[src/rtl/hilo_muldiv_unit_if.sv]
// ----------------------------------------------------------------------------
// hilo_muldiv_unit_if
//   Request/result bundle between the multicycle control unit and the Hi/Lo
//   multiply/divide engine.
//
//   Signals
//     start     control -> engine   one-cycle request
//     op        control -> engine   0 = mult, 1 = div
//     a_in      control -> engine   multiplicand / dividend (signed)
//     b_in      control -> engine   multiplier / divisor (signed)
//     hi_out    engine -> control   mult: product high half; div: remainder
//     lo_out    engine -> control   mult: product low half;  div: quotient
//     busy      engine -> control   operation in flight
//     done      engine -> control   one-cycle completion pulse
//     div_zero  engine -> control   last div had a zero divisor
//
//   Modports
//     master    the control unit side (drives the request)
//     slave     the engine side (drives the results)
// ----------------------------------------------------------------------------
interface hilo_muldiv_unit_if #(
    parameter int WIDTH = 32
);
    logic             start;
    logic             op;
    logic [WIDTH-1:0] a_in;
    logic [WIDTH-1:0] b_in;
    logic [WIDTH-1:0] hi_out;
    logic [WIDTH-1:0] lo_out;
    logic             busy;
    logic             done;
    logic             div_zero;

    modport master (
        output start, op, a_in, b_in,
        input  hi_out, lo_out, busy, done, div_zero
    );

    modport slave (
        input  start, op, a_in, b_in,
        output hi_out, lo_out, busy, done, div_zero
    );
endinterface

[src/rtl/hilo_muldiv_unit.sv]
// ----------------------------------------------------------------------------
// hilo_muldiv_unit
//   Iterative signed multiply/divide engine feeding the Hi/Lo registers of the
//   multicycle MIPS datapath. mult uses radix-2 Booth recoding; div is a
//   restoring divider on operand magnitudes with a final sign fix-up.
//   Sequence: IDLE -> RUN (WIDTH steps) -> FIX -> DONE -> IDLE.
//
//   Parameters
//     WIDTH     operand width (result is 2*WIDTH bits split into hi/lo)
//
//   Ports
//     clk       system clock, rising edge
//     reset     asynchronous, active-high
//     bus       slave side of hilo_muldiv_unit_if:
//                 start/op/a_in/b_in in, hi_out/lo_out/busy/done/div_zero out
// ----------------------------------------------------------------------------
module hilo_muldiv_unit #(
    parameter int WIDTH = 32
) (
    input logic               clk,
    input logic               reset,
    hilo_muldiv_unit_if.slave bus
);

    typedef enum logic [1:0] {
        IDLE,
        RUN,
        FIX,
        DONE
    } state_e;

    localparam logic [5:0] LAST_STEP = 6'(WIDTH - 1);

    state_e           state_q, state_d;
    logic [5:0]       cnt_q, cnt_d;
    logic [WIDTH:0]   acc_q, acc_d;
    logic [WIDTH:0]   mcand_q, mcand_d;
    logic [WIDTH-1:0] q_q, q_d;
    logic             qm1_q, qm1_d;
    logic             op_q, op_d;
    logic             negQuo_q, negQuo_d;
    logic             negRem_q, negRem_d;
    logic             zeroPend_q, zeroPend_d;
    logic [WIDTH-1:0] hi_q, hi_d;
    logic [WIDTH-1:0] lo_q, lo_d;
    logic             busy_q, busy_d;
    logic             done_q, done_d;
    logic             divZero_q, divZero_d;

    logic [WIDTH-1:0] aMag;
    logic [WIDTH-1:0] bMag;
    logic [WIDTH:0]   boothSum;
    logic [WIDTH:0]   remShift;
    logic [WIDTH-1:0] quoShift;

    // Shared step datapath. acc holds the Booth accumulator or the partial
    // remainder, q holds the multiplier or the quotient being built, and
    // mcand holds the sign-extended multiplicand or the divisor magnitude.
    // The magnitude of the most negative operand is still correct when read
    // as an unsigned WIDTH-bit value, so no extra bit is needed for it.
    always_comb begin
        aMag     = bus.a_in[WIDTH-1] ? -bus.a_in : bus.a_in;
        bMag     = bus.b_in[WIDTH-1] ? -bus.b_in : bus.b_in;
        remShift = {acc_q[WIDTH-1:0], q_q[WIDTH-1]};
        quoShift = {q_q[WIDTH-2:0], 1'b0};
        boothSum = acc_q;
        case ({q_q[0], qm1_q})
            2'b01:   boothSum = acc_q + mcand_q;
            2'b10:   boothSum = acc_q - mcand_q;
            default: boothSum = acc_q;
        endcase
    end

    // Next-state and output logic. Results reach hi/lo only in DONE, so the
    // visible outputs cannot move while an operation is in flight. A start
    // is refused while the done pulse is showing, which keeps DONE from
    // being overlapped by a new request.
    always_comb begin
        state_d    = state_q;
        cnt_d      = cnt_q;
        acc_d      = acc_q;
        mcand_d    = mcand_q;
        q_d        = q_q;
        qm1_d      = qm1_q;
        op_d       = op_q;
        negQuo_d   = negQuo_q;
        negRem_d   = negRem_q;
        zeroPend_d = zeroPend_q;
        hi_d       = hi_q;
        lo_d       = lo_q;
        busy_d     = busy_q;
        done_d     = 1'b0;
        divZero_d  = divZero_q;

        unique case (state_q)
            IDLE: begin
                if (bus.start && !done_q) begin
                    op_d      = bus.op;
                    divZero_d = 1'b0;
                    busy_d    = 1'b1;
                    cnt_d     = '0;
                    acc_d     = '0;
                    qm1_d     = 1'b0;
                    if (bus.op) begin
                        q_d      = aMag;
                        mcand_d  = {1'b0, bMag};
                        negQuo_d = bus.a_in[WIDTH-1] ^ bus.b_in[WIDTH-1];
                        negRem_d = bus.a_in[WIDTH-1];
                        if (bus.b_in == '0) begin
                            zeroPend_d = 1'b1;
                            state_d    = DONE;
                        end else begin
                            state_d = RUN;
                        end
                    end else begin
                        q_d      = bus.b_in;
                        mcand_d  = {bus.a_in[WIDTH-1], bus.a_in};
                        negQuo_d = 1'b0;
                        negRem_d = 1'b0;
                        state_d  = RUN;
                    end
                end
            end

            RUN: begin
                if (!op_q) begin
                    acc_d = {boothSum[WIDTH], boothSum[WIDTH:1]};
                    q_d   = {boothSum[0], q_q[WIDTH-1:1]};
                    qm1_d = q_q[0];
                end else if (remShift >= mcand_q) begin
                    acc_d = remShift - mcand_q;
                    q_d   = {quoShift[WIDTH-1:1], 1'b1};
                end else begin
                    acc_d = remShift;
                    q_d   = quoShift;
                end
                if (cnt_q == LAST_STEP) begin
                    cnt_d   = '0;
                    state_d = FIX;
                end else begin
                    cnt_d = cnt_q + 6'd1;
                end
            end

            FIX: begin
                if (op_q) begin
                    if (negQuo_q) begin
                        q_d = -q_q;
                    end
                    if (negRem_q) begin
                        acc_d = -acc_q;
                    end
                end
                state_d = DONE;
            end

            DONE: begin
                done_d     = 1'b1;
                busy_d     = 1'b0;
                state_d    = IDLE;
                zeroPend_d = 1'b0;
                if (zeroPend_q) begin
                    divZero_d = 1'b1;
                end else begin
                    hi_d = acc_q[WIDTH-1:0];
                    lo_d = q_q;
                end
            end

            default: state_d = IDLE;
        endcase
    end

    // State and datapath registers; reset aborts any operation in flight
    // without producing a done pulse.
    always_ff @(posedge clk or posedge reset) begin
        if (reset) begin
            state_q    <= IDLE;
            cnt_q      <= '0;
            acc_q      <= '0;
            mcand_q    <= '0;
            q_q        <= '0;
            qm1_q      <= 1'b0;
            op_q       <= 1'b0;
            negQuo_q   <= 1'b0;
            negRem_q   <= 1'b0;
            zeroPend_q <= 1'b0;
            hi_q       <= '0;
            lo_q       <= '0;
            busy_q     <= 1'b0;
            done_q     <= 1'b0;
            divZero_q  <= 1'b0;
        end else begin
            state_q    <= state_d;
            cnt_q      <= cnt_d;
            acc_q      <= acc_d;
            mcand_q    <= mcand_d;
            q_q        <= q_d;
            qm1_q      <= qm1_d;
            op_q       <= op_d;
            negQuo_q   <= negQuo_d;
            negRem_q   <= negRem_d;
            zeroPend_q <= zeroPend_d;
            hi_q       <= hi_d;
            lo_q       <= lo_d;
            busy_q     <= busy_d;
            done_q     <= done_d;
            divZero_q  <= divZero_d;
        end
    end

    assign bus.hi_out   = hi_q;
    assign bus.lo_out   = lo_q;
    assign bus.busy     = busy_q;
    assign bus.done     = done_q;
    assign bus.div_zero = divZero_q;

endmodule
[src/flat_wrapper.sv]
// flat-port wrapper written by rule: the top's interface ports become plain ports
module hilo_muldiv_unit_flat 
#(
    parameter int WIDTH = 32
)
  (clk, reset, bus_start, bus_op, bus_a_in, bus_b_in, bus_hi_out, bus_lo_out, bus_busy, bus_done, bus_div_zero);
  hilo_muldiv_unit_if #(.WIDTH(WIDTH)) bus_i ();
  input logic clk;
  input logic reset;
  input wire logic [$bits(bus_i.start)-1:0] bus_start;
  input wire logic [$bits(bus_i.op)-1:0] bus_op;
  input wire logic [$bits(bus_i.a_in)-1:0] bus_a_in;
  input wire logic [$bits(bus_i.b_in)-1:0] bus_b_in;
  output wire logic [$bits(bus_i.hi_out)-1:0] bus_hi_out;
  output wire logic [$bits(bus_i.lo_out)-1:0] bus_lo_out;
  output wire logic [$bits(bus_i.busy)-1:0] bus_busy;
  output wire logic [$bits(bus_i.done)-1:0] bus_done;
  output wire logic [$bits(bus_i.div_zero)-1:0] bus_div_zero;
  assign bus_i.start = bus_start;
  assign bus_i.op = bus_op;
  assign bus_i.a_in = bus_a_in;
  assign bus_i.b_in = bus_b_in;
  assign bus_hi_out = bus_i.hi_out;
  assign bus_lo_out = bus_i.lo_out;
  assign bus_busy = bus_i.busy;
  assign bus_done = bus_i.done;
  assign bus_div_zero = bus_i.div_zero;
  hilo_muldiv_unit #(.WIDTH(WIDTH)) u_core (.clk(clk), .reset(reset), .bus(bus_i));
endmodule
[config.mk]
export PLATFORM = sky130hd
export DESIGN_NAME = hilo_muldiv_unit_flat
export DESIGN_NICKNAME = d
export VERILOG_FILES = /design/src/rtl/hilo_muldiv_unit_if.sv /design/src/rtl/hilo_muldiv_unit.sv /design/src/flat_wrapper.sv
export SDC_FILE = /design/constraint.sdc
export NUM_CORES = 1
export LEC_CHECK = 0
export CORE_MARGIN = 2
export CORE_UTILIZATION = 60
export CTS_CLUSTER_SIZE = 12
export DETAILED_ROUTE_END_ITERATION = 6
export DONT_BUFFER_PORTS = 1
export HOLD_SLACK_MARGIN = 0.03
export PLACE_DENSITY = 0.75
export SYNTH_ARGS = -nofsm -noshare
export SYNTH_HDL_FRONTEND = slang
export SYNTH_SLANG_ARGS = --single-unit
export TNS_END_PERCENT = 20
[constraint.sdc]
create_clock -name clk -period 14.8 [get_ports clk]
set_input_delay 1.48 -clock clk [delete_from_list [all_inputs] [get_ports clk]]
set_output_delay 1.48 -clock clk [all_outputs]
set_load 0.01 [all_outputs]
* Yosys cells after proc, flatten, opt, wreduce, memory -nomap -nowiden *
Index checks and enable logic that the tools add are counted.

word-level totals
  register bits after elaboration = 178
  bits of input ports = 68
  output and inout port bits = 67
  word-level logic and storage cells = 97

cells by class
  add/subtract/negate cells = 8
  order comparisons = 1
  equality and inequality tests = 15
  mux-type cells = 39
  bitwise logic cells = 2
  reductions and logical operators = 17

operator list
  cell                                                                     number
  32-bit 2-to-1 mux                                                        7
  33-bit 2-to-1 mux                                                        6
  33-bit case mux with 3 select lines                                      1
  32-bit negation                                                          3
  32-bit case mux with 3 select lines                                      1
  33-bit case mux with 2 select lines                                      1
  33-bit subtractor                                                        2
  33-bit adder                                                             1
  33-bit greater-or-equal comparator                                       1
  33-bit negation                                                          1
  32-bit zero test                                                         1
  2-bit by 1-bit inequality test with 1-bit output, second input constant  7
  6-bit 2-to-1 mux                                                         2
  6-bit case mux with 2 select lines                                       1
  4-bit AND reduction                                                      3
  1-bit 2-to-1 mux                                                         11
  2-bit AND reduction                                                      5
  2-bit 2-to-1 mux                                                         4
  1-bit case mux with 2 select lines                                       4
  2-bit case mux with 4 select lines                                       1
  6-bit by 1-bit adder with 6-bit output, second input constant            1
  2-bit == test, second input constant                                     3
  6-bit by 5-bit == test with 1-bit output, second input constant          1
  3-bit AND reduction                                                      2
  other kinds (9)                                                          12

* Longest topological paths before layout *
  word-level depth = 5
  mapped depth = 20
  mapped depth without buffers = 18

* Worst setup path before layout *
OpenSTA, ideal clock, no wires.

  path type = register to register
  start = register u_core.mcand_q[7]
  end = register u_core.acc_q[32]
  library setup time = 0.087 ns
  arrival time = 4.262 ns
  required time = 14.713 ns
  setup slack = 10.451 ns
  stages on the path, launching flop included = 18
  path buffers = 1
  period minus slack after synthesis = 4.349 ns
  path through = dfrtp_1 nor4_1 nand4_1 nor4_1 nor2_1 xnor2_1 ha_1 clkbuf_1 nand4_1 a2111oi_0 o21ai_0 a31oi_1 a41oi_1 o31ai_1 nand2b_1 o211ai_1 or4_1 o211ai_1

on the way
  longest elaborated chain between the ends = 4
  elaborated cells between the ends (all ways) = 8
  classes of those cells = 3 x add/sub; 1 x order compare; 4 x mux

ends and longest elaborated chain
  item                                                                             line                                             source
  start, declared                                                                  hilo_muldiv_unit.sv:37                           logic [WIDTH:0] mcand_q, mcand_d;
  start signal, assigned                                                           hilo_muldiv_unit.sv:197                          mcand_q <= mcand_d;
  33-bit subtractor (tied with other cells)                                        hilo_muldiv_unit.sv:69                           2'b10: boothSum = acc_q - mcand_q;
  33-bit case mux with 2 select lines / 33-bit 2-to-1 mux (equally long branches)  hilo_muldiv_unit.sv:67, hilo_muldiv_unit.sv:130
  33-bit 2-to-1 mux *                                                              hilo_muldiv_unit.sv:126                          if (!op_q) begin
  33-bit case mux with 3 select lines *                                            hilo_muldiv_unit.sv:95                           unique case (state_q)
  end signal, assigned                                                             hilo_muldiv_unit.sv:180                          acc_q <= '0;
  end signal, assigned                                                             hilo_muldiv_unit.sv:196                          acc_q <= acc_d;
  end, declared                                                                    hilo_muldiv_unit.sv:36                           logic [WIDTH:0] acc_q, acc_d;

Mark *: on every way between the ends. The rest lies on a longest branch, timed or not.
A chain may end at the register's enable or synchronous reset.

* Worst setup path after layout *
Same ends and word-level chain as after synthesis.

==> flow_metrics.py <==
metrics = {
    "run_status": {
        "status": "completed",
    },
    "clocking": {
        "clock_sink_count": 178,
        "clockRootBuffer": "clkbuf_16",
        "clk_pin_slew_worst_paths_ns": 0.09,
        "cts-resized-gates": 0,
        "cts_made_buffers": 17,
        "cts_tree": "done",
        "clk_latency_ns": 0.45,
        "post_cts_buffers": 0,
        "cts_hold_buffers": 0,
        "clockBufferDepth": 2,
        "cts-htree-levels": 4,
    },
    "floorplan": {
        "ios": 135,
        "dieArea_um2": 27500,
        "die_w_um": 165.8,
        "die_height_um": 165.8,
        "coreArea_um2": 25910,
        "num_rows": 59,
        "start_util_pct": 60.65,
    },
    "layout": {
        "n_fill_cell": 2285,
        "fin_cells": 2222,
        "drive_gt1_share_pct": 9.592,
        "nNetsFinal": 2021,
        "antennaDiodeCount": 0,
        "multi_input_area_um2": 10540,
        "area_growth_pct": 4.825,
        "finalCoreUtilization_pct": 63.58,
        "regArea_um2": 4456,
    },
    "global_route": {
        "grt_max_degree": 129,
        "grt-ovfl-total": 0,
        "grt_usage_pct": 34.10,
        "first_global_vias": 13799,
        "antenna_found_initial": 0,
        "grt_pass1_wl_mm": 75.98,
    },
    "route": {
        "wl_per_cell_um": 21.28,
        "antenna_left": 0,
        "viasPerCell": 6.541,
        "drt-initial-drc-count": 1319,
        "drcViolationCount": 0,
        "vias": 14535,
        "wirelength_mm": 47.28,
        "dr.pass1.iters": 5,
    },
    "timing": {
        "max-slew-margin-rel_pct": 26.42,
        "finalCriticalPeriod_ns": 5.326,
        "worst_slew_pin_slew_ns": 1.104,
        "drv_slew": 0,
        "setup_tns_ns": 0,
        "post-route-period-util_pct": 35.98,
        "finalHoldViolations": 0,
        "setup_violations": 0,
        "max_freq_mhz": 187.8,
        "skew_ns": 0.01616,
        "rsz0062_at_grt": "false",
        "setup_ws_ns": 9.474,
    },
    "power_and_ir_drop": {
        "ir_drop_mv": 0.1348,
        "p_leak_nw": 7.107,
        "p_per_area_nw_per_um2": 259.0,
    },
    "synthesis": {
        "async_flop_share_pct": 100.0,
        "ys_ff_latch": 178,
        "synth_nets": 2106,
        "synth_top_cells_by_count": "nand2_1 (236), o21ai_0 (221), dfrtp_1 (178)",
        "synth_top_cell_area_share_pct": 28.34,
        "synth_edf_count": 0,
        "ys_seq_area_share_pct": 28.34,
        "synth.most_common_cell": "nand2_1",
        "synth_ff_type": "dfrtp_1",
        "synth_top_area_cell": "dfrtp_1",
        "syn_inst": 1959,
        "synth_area_per_cell_um2": 8.023,
        "synth_area_leaders": "dfrtp_1 (28%), o21ai_0 (7.0%), mux2_2 (6.7%), ha_1 (6.1%), nand2_1 (5.6%)",
        "synth_cell_types": 77,
        "netlist_area_um2": 15720,
        "yosys_warnings": 0,
    },
    "place": {
        "io_buffers": 0,
        "dp_hpwl_mm": 34.79,
        "place_congestion": 0.9878,
        "dp_cells": 2190,
        "pre_cts_ws_ns": 9.639,
    },
    "critical_path": {
        "worstPathRequired_ns": 15.16,
        "crit_path_end_kind": "register",
        "worstRegToRegCells": 16,
        "reg2reg_slack_ns": 9.47,
        "cp-start-kind": "register",
        "path_class": "reg -> reg",
        "crit_arrival_ns": 5.69,
        "worst-path-max-fanout": 7,
    },
    "run": {
        "maxCapViolations": 0,
    },
    "hold_path": {
        "hold_path_depth": 2,
        "hold_path_class": "reg -> reg",
    },
}
==> layout make-up <==
class	count	area share, %
Clock buffer	17	2.582
Clock inverter	15	1.397
Inverter	72	1.686
Multi-Input combinational cell	1588	63.97
Sequential cell	178	27.04
Tap cell	335	2.544
Timing Repair Buffer	17	0.7747
==> flip-flops by register name (all words and copies together), names as in the netlist, 2 cells and up <==
name,cells
u_core.bus.hi_out,32
u_core.bus.lo_out,32
u_core.cnt_q,6
u_core.q_q,32
u_core.mcand_q,33
u_core.acc_q,33
u_core.state_q,2
==> layout by cell type, fill, tap and decap left out, types with 10 or more instances in the layout <==
cell type,n
nor2_1,135
a22o_1,19
inv_1,70
nor3_1,39
and2_1,10
mux2_2,93
mux2i_1,21
a211oi_1,33
ha_1,77
a21o_1,33
nand4_1,12
xor2_1,77
nor4_1,24
or4_1,11
a21oi_1,155
nand2_1,236
or3_1,17
dfrtp_1,177
xnor2_1,82
o31ai_1,35
o41ai_1,13
nand3_1,21
clkbuf_16,17
a221oi_1,11
o211ai_1,18
a31oi_1,21
nand2b_1,21
buf_4,17
o21ai_0,221
and3_1,10
==> power breakdown <==
part / total, mW / switching, mW / internal [mW]
registers: 1.03 / 0.336 / 0.692
clock network: 0.510 / 0.269 / 0.241
logic: 2.73 / 1.64 / 1.09
==> per-stage QoR <==
stage,cell area [um^2],total power [mW],hold slack (ns)
finish,16470,4.267,0.4925
global route,16470,4.603,0.5303
detailed placement,15820,3.708,0.4736
CTS,16470,4.229,0.4952
global placement,15820,3.652,0.4566
floorplan,15720,3.023,0.4391
==> critical path: stages, from the launching register on <==
cell and delay [ns]:
dfrtp_1 0.44, nor4_1 0.69, nand4_1 0.26, nor4_1 0.50, nor2_1 0.11, xnor2_1 0.15
ha_1 0.41, nand4_1 0.13, a2111oi_0 0.41, o21ai_0 0.21, a31oi_1 0.34, a41oi_1 0.35
o31ai_1 0.41, nand2b_1 0.15, o211ai_1 0.14, or4_1 0.44, o211ai_1 0.09
==> cells by family (layout without fill, tap and decap cells) <==
group,Yosys count,in the layout,synth area share [%]
AOI/OAI and AO/OA,644,644,25.56
and+or+nand+nor,592,592,18.08
buffers and inverters,193,121,4.777
DFF,178,178,28.34
xor gates and xnor gates,159,159,8.861
muxes,114,114,8.001
adders and majority gates,79,79,6.385
==> per-layer routing <==
metal / up-vias / GRT usage, % / wire [um]
li1: 6955 / - / -
met1: 6961 / 46.09 / 20500
met2: 535 / 53.45 / 21310
met3: 84 / 6.792 / 3424
met4: 0 / 14.59 / 2035
met5: - / 0 / 0
==> path summary, 6_finish.rpt <==
check | from | end
min reg2reg | u_core.negRem_q$_DFFE_PP0P_ | u_core.negRem_q$_DFFE_PP0P_
max reg2reg | u_core.mcand_q[7]$_DFFE_PP0P_ | u_core.acc_q[32]$_DFFE_PP0P_
max | u_core.mcand_q[7]$_DFFE_PP0P_ | u_core.acc_q[32]$_DFFE_PP0P_
min in group asynchronous | reset | u_core.mcand_q[9]$_DFFE_PP0P_
min | u_core.negRem_q$_DFFE_PP0P_ | u_core.negRem_q$_DFFE_PP0P_
max in group asynchronous | reset | u_core.op_q$_DFFE_PP0P_
Power figures use the tool's default switching activity.
